[config.mk]
export PLATFORM = sky130hd
export DESIGN_NAME = bcd_entry
export DESIGN_NICKNAME = d
export VERILOG_FILES = /design/src/rtl/bcd_entry.sv
export SDC_FILE = /design/constraint.sdc
export NUM_CORES = 1
export LEC_CHECK = 0
export BUFFER_PORTS_ARGS = -buffer_cell sky130_fd_sc_hd__buf_2
export CAP_MARGIN = 30
export CORE_AREA = 2 2 117 119
export CTS_BUF_LIST = sky130_fd_sc_hd__clkbuf_2
export DETAILED_ROUTE_END_ITERATION = 8
export DIE_AREA = 0 0 119 121
export GPL_ROUTABILITY_DRIVEN = 0
export GPL_TIMING_DRIVEN = 0
export PLACE_DENSITY = 0.62
export RECOVER_POWER = 50
export SLEW_MARGIN = 5
export SYNTH_ARGS = -nofsm -noshare
export SYNTH_HDL_FRONTEND = slang
export SYNTH_SLANG_ARGS = --single-unit
[constraint.sdc]
create_clock -name clk -period 3.8 [get_ports clk]
set_clock_uncertainty 0.1 [all_clocks]
set_input_delay 0 -clock clk [delete_from_list [all_inputs] [get_ports clk]]
set_output_delay 0 -clock clk [all_outputs]
set_load 0.05 [all_outputs]
[src/rtl/bcd_entry.sv]
// Decimal keypad front end: debounces four keys, collects up to three BCD digits and a sign,
// then converts the entry to a signed 9-bit two's-complement value.
module bcd_entry #(
    parameter int DEB_CYCLES = 250000
) (
    input  logic              clk,
    input  logic              rst_n,
    input  logic [3:0]        digit_in,
    input  logic              key_enter,
    input  logic              key_sign,
    input  logic              key_done,
    input  logic              key_clear,
    output logic [3:0]        bcd2,
    output logic [3:0]        bcd1,
    output logic [3:0]        bcd0,
    output logic              neg,
    output logic signed [8:0] bin_out,
    output logic              valid,
    output logic              ovf,
    output logic              err_digit,
    output logic              busy
);

    localparam int CW = (DEB_CYCLES > 1) ? $clog2(DEB_CYCLES) : 1;
    localparam logic [CW-1:0] CNT_LAST = CW'(DEB_CYCLES - 1);

    typedef enum logic [1:0] {
        ENTRY,
        CONV,
        DONE
    } state_t;

    // Key vector order: [0] enter, [1] sign, [2] done, [3] clear
    logic [3:0]    key_raw;
    logic [3:0]    key_s1;
    logic [3:0]    key_s2;
    logic [3:0]    key_deb;
    logic [3:0]    key_deb_d;
    logic [3:0]    key_ev;
    logic [CW-1:0] deb_cnt [4];

    logic [3:0]    dig_s1;
    logic [3:0]    dig_s2;

    state_t        state;
    logic [1:0]    conv_step;
    logic [9:0]    acc;
    logic [3:0]    mac_digit;
    logic [9:0]    acc_mac;

    logic          ev_clear;
    logic          ev_done;
    logic          ev_enter;
    logic          ev_sign;

    assign key_raw = {key_clear, key_done, key_sign, key_enter};

    // The event is taken from a registered copy of the debounced level, so it lands one cycle after the flip.
    always_ff @(posedge clk or negedge rst_n) begin
        if (!rst_n) begin
            key_s1    <= '0;
            key_s2    <= '0;
            key_deb   <= '0;
            key_deb_d <= '0;
            key_ev    <= '0;
            dig_s1    <= '0;
            dig_s2    <= '0;
            for (int i = 0; i < 4; i++) begin
                deb_cnt[i] <= '0;
            end
        end else begin
            key_s1    <= key_raw;
            key_s2    <= key_s1;
            key_deb_d <= key_deb;
            key_ev    <= key_deb & ~key_deb_d;
            dig_s1    <= digit_in;
            dig_s2    <= dig_s1;
            for (int i = 0; i < 4; i++) begin
                if (key_s2[i] == key_deb[i]) begin
                    deb_cnt[i] <= '0;
                end else if (deb_cnt[i] == CNT_LAST) begin
                    key_deb[i] <= key_s2[i];
                    deb_cnt[i] <= '0;
                end else begin
                    deb_cnt[i] <= deb_cnt[i] + 1'b1;
                end
            end
        end
    end

    // Only the highest-priority event of a cycle acts: clear > done > enter > sign.
    assign ev_clear = key_ev[3];
    assign ev_done  = key_ev[2] & ~key_ev[3];
    assign ev_enter = key_ev[0] & ~key_ev[3] & ~key_ev[2];
    assign ev_sign  = key_ev[1] & ~key_ev[3] & ~key_ev[2] & ~key_ev[0];

    assign mac_digit = (conv_step == 2'd1) ? bcd1 : bcd0;
    assign acc_mac   = (acc * 10'd10) + {6'd0, mac_digit};

    // The last CONV step writes the result registers directly so valid appears in the DONE cycle.
    always_ff @(posedge clk or negedge rst_n) begin
        if (!rst_n) begin
            state     <= ENTRY;
            conv_step <= 2'd0;
            acc       <= '0;
            bcd2      <= '0;
            bcd1      <= '0;
            bcd0      <= '0;
            neg       <= 1'b0;
            bin_out   <= '0;
            valid     <= 1'b0;
            ovf       <= 1'b0;
            err_digit <= 1'b0;
            busy      <= 1'b0;
        end else begin
            valid     <= 1'b0;
            err_digit <= 1'b0;
            if (ev_clear) begin
                state     <= ENTRY;
                conv_step <= 2'd0;
                bcd2      <= '0;
                bcd1      <= '0;
                bcd0      <= '0;
                neg       <= 1'b0;
                busy      <= 1'b0;
            end else begin
                case (state)
                    ENTRY: begin
                        if (ev_done) begin
                            state     <= CONV;
                            conv_step <= 2'd0;
                            busy      <= 1'b1;
                        end else if (ev_enter) begin
                            if (dig_s2 > 4'd9) begin
                                err_digit <= 1'b1;
                            end else begin
                                bcd2 <= bcd1;
                                bcd1 <= bcd0;
                                bcd0 <= dig_s2;
                            end
                        end else if (ev_sign) begin
                            neg <= ~neg;
                        end
                    end
                    CONV: begin
                        case (conv_step)
                            2'd0: begin
                                acc       <= {6'd0, bcd2};
                                conv_step <= 2'd1;
                            end
                            2'd1: begin
                                acc       <= acc_mac;
                                conv_step <= 2'd2;
                            end
                            default: begin
                                acc       <= acc_mac;
                                conv_step <= 2'd0;
                                state     <= DONE;
                                valid     <= 1'b1;
                                if (acc_mac > 10'd255) begin
                                    ovf     <= 1'b1;
                                    bin_out <= '0;
                                end else begin
                                    ovf     <= 1'b0;
                                    bin_out <= neg ? 9'(-{1'b0, acc_mac[7:0]}) : {1'b0, acc_mac[7:0]};
                                end
                            end
                        endcase
                    end
                    DONE: begin
                        state <= ENTRY;
                        busy  <= 1'b0;
                    end
                    default: begin
                        state <= ENTRY;
                        busy  <= 1'b0;
                    end
                endcase
            end
        end
    end

endmodule
==> out/qor.csv, run 1 <==
metric,value,unit
nets,717,
cts.repair.resized,0,
cts_made_buffers,17,
place.port_buffers,35,
clk_pin_slew_worst_paths,0.18,ns
end_of_the_worst_register_to_register_path,bin_out[8],
tritoncts,done,
buffer_levels_on_the_longest_clock_path,2,
outcome,"complete, but fails checks",
path_class,register to register,
fin_total_pwr,2.406,mW
rows,42,
finish.instance_area,7244,um^2
critPathLaunchType,register,
layout_commonest_cell,dfrtp_1,
crit_required,4.27,ns
arrival,3.62,ns
ys_async_sr_fraction,1.000,
timing.final.max_slew_violations,141,
initial_utilization,0.4923,
hold_ep,key_s2[3],
layout_worst_path_cycle_share,0.8287,
worst_hold_slack,0.2724,ns
synth_edf_count,0,
clk-insertion-delay-late,0.69,ns
finalHoldViolCount,0,
post-cts-setup-buffers,0,
ys_types,46,
maxSlewHeadroom,-0.7107,
ys_seq_elements,139,
overflow,0,
die_width,119,um
largest_registers,"deb_cnt (72), acc (9), bin_out (9)",
dominantRegCellSynth,dfrtp_1,
grt_start_max_net_pins,90,
critPathCaptureType,register,
final-setup-viol-count,0,
grt_pass1_wl,21000,um
design.die.area,14400,um^2
timing.setup.tns,0,ns
via_per_inst,5.128,
count_of_mapped_cells_out_of_synthesis,611,
routed_wirelength,11740,um
critical_path.reg2reg.startpoint,conv_step[1],
whs_path_depth,0,
dpl_cell_area,6870,um^2
coreArea,13090,um^2
antenna_violating_nets_post_route,0,
detailed_place_hpwl,8246,um
hold_path.startpoint,key_s1[3],
place_inst,823,
synthToLayoutAreaGrowth,12.47,%
cts_root_buffer,clkbuf_2,
largest_reg_flops,72,
synthesis.nets,643,
final_core_area_utilization,0.5536,
maxCapViolCount,2,
clock_tree.htree_level_count,4,
fp.dieH,121,um
synthesis.area,6441,um^2
holdCritPathClass,register to register,
drtIter0Drc,212,
hold_buffers,19,
num_io_pins,36,
largest-register,deb_cnt,
worst-path-max-fanout,5,
drc,0,
vdd_ir_drop_max,0.2416,mV
grt_antenna_before_repair,0,
gr-usage-all-layers,0.1814,
pwr_density_cell,332.1,nW/um^2
final_period_demand_of_the_worst_path,3.149,ns
count_of_clock_tree_sinks,139,
final-instance-count-excl-fill,874,
antenna_cells,0,
avgRoutedWirePerCell,13.43,um
place_worst_setup_slack,0.7144,ns
violations,"max-capacitance violations, max-slew violations",
worstMarginPinSlew,2.566,ns
synth-seq-area-share,0.5400,
timing.final.ws_setup,0.6509,ns
layout-drive-gt1-share,0.1318,
number_of_optimization_iterations_in_the_first_detailed_route_pass,4,
final_cell_mix,"139 x dfrtp_1, 106 x nor2_1, 61 x nand2_1",
power.static_leakage,3.461,nW
setup.reg_to_reg.worst_slack,0.65,ns
vias,4482,
maxClockFrequency,317.6,MHz
grt_setup_unrepaired,false,
post_synthesis_area_per_instance,10.54,um^2
number_of_global_route_vias_before_repair,4496,
r2r_cells,9,
yosysWarningCount,0,
-- worst max-delay path, cell delays in order (launching register included) --
cell and delay, ns:
dfrtp_1 0.45, nand2b_4 0.19, mux2_2 0.36, ha_1 0.22
fa_1 0.42, xnor2_1 0.39, nand3b_1 0.18, or4_1 0.51
o21ai_1 0.15, o31ai_1 0.08
-- synth_stat cells, drive strengths merged (3+ instances only) --
library cell  instances  area (um^2)
dfrtp               139         3478
nor2                107        404.1
nand2                62        235.2
xor2                 44        385.4
xnor2                40        350.3
nand3                31        160.1
ha                   20        250.2
nand4                16        100.1
nand3b               15        112.6
inv                  14        52.55
o31ai                11        82.58
o21ai                10        50.04
a21oi                 9        45.04
nor3                  9        45.04
nor4                  9        56.30
buf                   7        40.03
clkbuf                7        26.28
mux2                  7        78.83
nor2b                 7        43.79
nor4b                 6        52.55
and3                  5        31.28
and4                  5        43.79
a22o                  4        35.03
mux2i                 4        40.04
nand2b                3        26.27
or2                   3        18.77
-- metal layers --
metal  part of all wire  global-route usage  up-vias
li1                   -                   -     2217
met3              0.030             0.04746       17
met2               0.49              0.2967       70
met1               0.47              0.2378     2178
met5                  0                   0        -
met4              0.014             0.05655        0
-- worst max path at each step --
stage | start | endpoint | slack [ns]
after floorplan | acc[1] | ovf | 0.97
after global placement | rst_n | deb_cnt[14] | 0.74
after detailed placement | conv_step[1] | bin_out[8] | 0.71
after CTS | acc[1] | bin_out[5] | 0.65
after global routing | rst_n | bin_out[2] | 0.36
final | conv_step[1] | bin_out[8] | 0.65
-- cell families (layout without fill, tap and decap cells) --
group	count (synthesis)	after routing	share of synthesized area
multiplexers	11	11	0.01845
XOR/XNOR	85	85	0.1179
flip-flops	139	139	0.5400
AO/OA/AOI/OAI	43	43	0.04720
adder cells (fa/ha/maj)	22	22	0.04507
AND/OR/NAND/NOR	283	283	0.2129
buffers and inverters	28	115	0.01845
-- where the power goes --
part	total (mW)	internal (mW)	switching, mW
Sequential	1.51	1.50	0.0129
Combinational	0.0835	0.0309	0.0526
Clock	0.810	0.292	0.518
Total	2.41	1.82	0.584
-- layout make-up --
type / instances / area, um^2
tap: 176 / 220.2
fill: 1168 / 5841
sequential: 139 / 3478
clock buffer: 18 / 90.09
clock inverter: 14 / 130.1
timing repair buffer: 55 / 362.8
multi-input combinational: 444 / 2844
buffer: 14 / 66.31
inverter: 14 / 52.55
Power figures use the tool's default switching activity.
==> inputs of run 2 (changes only) <==
Settings changed: PLACE_DENSITY 0.62 to 0.65.
Clock period 3.8 ns to 2.6 ns, I/O delays scaled along.
==> run 2 against run 1 <==
Against the previous run: the run ends with max-capacitance violations, max-slew violations, negative setup slack left; global-route usage grew 1.0 points; core utilization up 4.9 points; cell area up 8.8%; worst setup slack got worse by 0.89 ns; largest cell class unchanged.
==> out/qor.csv, run 2 (same netlist as run 1, synthesis figures left out) <==
metric,value,unit
outcome,"complete, but fails checks",
violations,"max-capacitance violations, max-slew violations, negative setup slack",
dpl_cell_area,6895,um^2
number_of_optimization_iterations_in_the_first_detailed_route_pass,5,
detailed_place_hpwl,8147,um
regArea,3483,um^2
place_worst_setup_slack,-0.3348,ns
maxCapViolCount,1,
largest-register,deb_cnt,
arrival,3.41,ns
worstMarginPinSlew,1.845,ns
count_of_clock_tree_sinks,139,
holdCritPathClass,register to register,
rows,42,
design.die.area,14400,um^2
tritoncts,done,
cts_made_buffers,17,
power.static_leakage,3.684,nW
synthToLayoutAreaGrowth,22.38,%
fp.dieH,121,um
gr-usage-all-layers,0.1919,
overflow,0,
layout-drive-gt1-share,0.2179,
drtIter0Drc,253,
largest_reg_flops,72,
met3_grt_util,0.04887,
routed_wirelength,12710,um
grt_antenna_before_repair,1,
nets,744,
critPathLaunchType,register,
initial_utilization,0.4923,
finish.instance_area,7883,um^2
via_per_inst,5.167,
grt_setup_unrepaired,true,
layout.filler_cells,1074,
clock_tree.htree_level_count,4,
final_cell_mix,"135 x dfrtp_1, 102 x nor2_1, 61 x nand2_1",
cts_root_buffer,clkbuf_2,
worst-path-max-fanout,3,
buffer_levels_on_the_longest_clock_path,2,
vias,4666,
grt_busiest_layer,met2,
layout_commonest_cell,dfrtp_1,
drc,0,
series_of_cell_instances_along_the_critical_path,ha_4 -> ha_4 -> fa_2 -> o211ai_1 -> nor2_2 -> xor2_2 -> buf_12 -> o41ai_4 -> xor2_1 -> o31ai_1,
timing.final.ws_setup,-0.2361,ns
finalHoldViolCount,0,
largest_registers,"deb_cnt (72), acc (9), bin_out (9)",
die_width,119,um
final_period_demand_of_the_worst_path,2.836,ns
cp_num_buf_inv,1,
timing.critical_path.slowest_stage_cell,fa_2,
avgRoutedWirePerCell,14.07,um
num_io_pins,36,
worstSetupPathDepth,10,
maxSlewHeadroom,-0.2302,
use_met1,0.2354,
grt_use_met2,0.3247,
layout_worst_path_cycle_share,1.091,
grt_pass1_wl,21940,um
combined_area_of_the_multi_input_logic_cells,3178,um^2
vdd_ir_drop_max,0.3166,mV
fin_total_pwr,3.887,mW
antenna_violating_nets_post_route,0,
grt_start_max_net_pins,78,
crit_required,3.18,ns
r2r_cells,10,
pwr_density_cell,493.1,nW/um^2
clk-insertion-delay-late,0.75,ns
path_class,register to register,
path_delay_family,adder cells,
number_of_global_route_vias_before_repair,4683,
final-setup-viol-count,11,
coreArea,13090,um^2
place.port_buffers,35,
clk_pin_slew_worst_paths,0.21,ns
whs_path_depth,0,
maxClockFrequency,352.6,MHz
timing.final.max_slew_violations,78,
crit_path_max_incr_delay,0.55,ns
crit_top_cell,ha_4,
critPathCaptureType,register,
-- run 2: cell count changes in the layout (fill, tap and decap cells not counted), moves of 5 or more --
cell / change
buf_4: +22
ha_1: -9
ha_4: +7
o31ai_1: -5
o31ai_2: +5
-- run 2: final timing paths --
path                         endpoint  slack, ns  startpoint
max                        bin_out[7]      -0.24      acc[1]
min in group asynchronous      acc[2]       0.72       rst_n
min reg2reg                 key_s2[2]       0.26   key_s1[2]
max reg2reg                bin_out[7]      -0.24      acc[1]
min                         key_s2[2]       0.26   key_s1[2]
max in group asynchronous   key_s2[1]       0.42       rst_n
-- run 2: through the flow --
| step | hold slack, ns | cells | util | setup TNS, ns |
|---|---|---|---|---|
| floorplan | -0.3956 | 611 | - | -0.4733 |
| global placement | 0.007591 | 822 | 0.5244 | -61.42 |
| detailed placement | -0.08527 | 823 | 0.5270 | -3.007 |
| CTS | 0.2001 | 898 | 0.5999 | -1.057 |
| global route | 0.2207 | 903 | 0.6024 | -2.713 |
| finish | 0.2648 | 903 | 0.6024 | -1.632 |
-- run 2: report_power, final --
part	leakage, nW	total (mW)	switching [mW]	internal (mW)
combinational	1.62	0.123	0.0773	0.0454
sequential	1.89	2.21	0.0188	2.19
clock	0.173	1.55	0.819	0.734
total	3.68	3.89	0.915	2.97
-- run 2: layer usage --
metal  vias to the layer above  part of all wire
met5                         -                 0
met4                         0             0.018
met3                        20             0.031
met2                        65              0.52
met1                      2304              0.43
li1                       2277                 -
-- run 2: timing repair --
item                                    in CTS  in global routing
hold endpoints to repair                   147                  0
endpoints found under the setup margin      12                 11
setup buffers                               22                  3
pin swaps                                   24                 12
cloned                                       2                  0
hold buffers                                19                  0
resized for setup                           37                 12
-- run 2: cell type report --
class                      count  area share
antenna                        2   0.0006349
clock buffer                  17     0.01079
tap                          176     0.02794
buffer                        14    0.008413
multi-input combinational    446      0.4032
timing repair buffer          80     0.07254
clock inverter                15     0.02794
sequential                   139      0.4419
inverter                      14    0.006667
==> inputs of run 3 (changes only) <==
Settings changed: CTS_CLUSTER_DIAMETER set to 120, PLACE_DENSITY 0.65 to 0.62.
Clock period 2.6 ns to 2.86 ns, I/O delays scaled along.
==> run 3 against run 2 <==
Against the previous run: die area did not move; the run ends with max-capacitance violations, max-slew violations left; register-to-register slack improved by 0.26 ns; total power fell by 18%; combinational power fell by 9.8%; wire length fell by 3.7%; cell count fell by 1.8%; first-iteration DRC count fell by 7.1%; count of clock-buffer cells in the layout rose by 1.
==> out/qor.csv, run 3 (same netlist as run 1, synthesis figures left out) <==
metric,value,unit
violations,"max-capacitance violations, max-slew violations",
path_class,register to register,
power_frac_comb,0.035,
number_of_optimization_iterations_in_the_first_detailed_route_pass,4,
clock_power_share,0.337,
rows,42,
intPower,2.421,mW
r2r_cells,9,
avgRoutedWirePerCell,13.80,um
grt_start_max_net_pins,90,
critPathLaunchType,register,
final_cell_mix,"136 x dfrtp_1, 105 x nor2_1, 61 x nand2_1",
maxCapViolCount,1,
grt_pass1_wl,21340,um
critical_path.reg2reg.startpoint,conv_step[1],
outcome,"complete, but fails checks",
worst-path-max-fanout,6,
largest_reg_flops,72,
swShare,0.2435,
number_of_global_route_vias_before_repair,4579,
final-setup-viol-count,0,
series_of_cell_instances_along_the_critical_path,nand2b_4 -> mux2_4 -> ha_1 -> a211oi_2 -> o21bai_4 -> xnor2_4 -> or4_4 -> o21ai_2 -> o31ai_1,
final_period_demand_of_the_worst_path,2.839,ns
die_width,119,um
crit_required,3.34,ns
num_io_pins,36,
maxSlewHeadroom,-0.2862,
setup.reg_to_reg.worst_slack,0.02,ns
finalHoldViolCount,0,
place_inst,823,
final_core_area_utilization,0.5784,
arrival,3.32,ns
via_per_inst,5.145,
cts_root_buffer,clkbuf_2,
timing.final.max_slew_violations,90,
layout_worst_path_cycle_share,0.9928,
largest-register,deb_cnt,
end_of_the_worst_register_to_register_path,bin_out[8],
finish.instance_area,7569,um^2
hold_path.startpoint,key_s1[3],
power.switching,0.7795,mW
buffer_levels_on_the_longest_clock_path,2,
design.die.area,14400,um^2
fp.dieH,121,um
routed_wirelength,12240,um
dpl_cell_area,6870,um^2
initial_utilization,0.4923,
drtIter0Drc,235,
seq_power_share,0.628,
count_of_clock_tree_sinks,139,
drc,0,
grt_antenna_before_repair,0,
vias,4564,
maxClockFrequency,352.2,MHz
worst_hold_slack,0.2724,ns
timing.final.ws_setup,0.02068,ns
critPathCaptureType,register,
whs_path_depth,0,
crit_path_max_incr_delay,0.53,ns
holdCritPathClass,register to register,
layout-drive-gt1-share,0.1871,
hold_ep,key_s2[3],
final-instance-count-excl-fill,887,
layout.filler_cells,1129,
antenna_cells,0,
layout_commonest_cell,dfrtp_1,
timing.setup.tns,0,ns
gr-usage-all-layers,0.1846,
clk-insertion-delay-late,0.70,ns
vdd_ir_drop_max,0.3208,mV
tritoncts,done,
pwr_density_cell,422.9,nW/um^2
coreArea,13090,um^2
cts_made_buffers,17,
grt_setup_unrepaired,true,
nets,730,
place.port_buffers,35,
clk_pin_slew_worst_paths,0.18,ns
overflow,0,
worstMarginPinSlew,1.929,ns
timing.critical_path.slowest_stage_cell,or4_4,
largest_registers,"deb_cnt (72), acc (9), bin_out (9)",
clock_tree.htree_level_count,4,
detailed_place_hpwl,8246,um
fin_total_pwr,3.201,mW
power.static_leakage,3.536,nW
synthToLayoutAreaGrowth,17.50,%
place_worst_setup_slack,-0.2256,ns
antenna_violating_nets_post_route,0,
## run 3: per-layer routing
layer	wire length (um)	global-route usage	vias up
met5	0	0	-
met4	152	0.06176	0
met3	370	0.05075	11
met2	6071	0.3017	66
met1	5647	0.2389	2241
li1	-	-	2246
## run 3: worst max-delay path by stage
stage                   to         start  slack, ns
6_report        bin_out[8]  conv_step[1]       0.02
5_1_grt         bin_out[7]        acc[2]      -0.07
4_1_cts         bin_out[8]  conv_step[0]      0.002
3_5_place_dp    bin_out[8]  conv_step[1]      -0.23
3_3_place_gp   deb_cnt[14]         rst_n      -0.20
2_1_floorplan          ovf        acc[1]       0.03
## run 3: power groups by stage
stage	combinational (mW)	clock (mW)	sequential [mW]
2_1_floorplan	0.0405	0	2.04
3_3_place_gp	0.0930	0	2.04
3_5_place_dp	0.101	0	2.05
4_1_cts	0.125	1.13	2.01
5_1_grt	0.132	1.22	2.01
6_report	0.111	1.08	2.01
## run 3: timing repair
item	4_1_cts	5_1_grt
gates resized for setup	15	23
endpoints found under the hold margin	147	0
endpoints found under the setup margin	10	11
hold buffers	19	0
gates cloned	1	1
setup buffers	9	2
pin swaps	13	15
## run 3: worst max-delay path, delay by kind of cell (launching register included)
kind	cells	cell delay (ns)
adder cells (fa/ha/maj)	1	0.30
AND/OR/NAND/NOR	2	0.71
flip-flops	1	0.43
multiplexers	1	0.33
AO/OA/AOI/OAI	4	0.73
XOR/XNOR	1	0.13
## run 3: area by class of cell
| cell class | instances | area (um^2) | share of cell area |
|---|---|---|---|
| Clock buffer | 18 | 90.09 | 0.01190 |
| Buffer | 14 | 66.31 | 0.008762 |
| Clock inverter | 14 | 130.1 | 0.01719 |
| Sequential cell | 139 | 3482 | 0.4601 |
| Multi-Input combinational cell | 446 | 3080 | 0.4070 |
| Timing Repair Buffer | 66 | 446.7 | 0.05902 |
| Inverter | 14 | 52.55 | 0.006943 |
| Tap cell | 176 | 220.2 | 0.02910 |
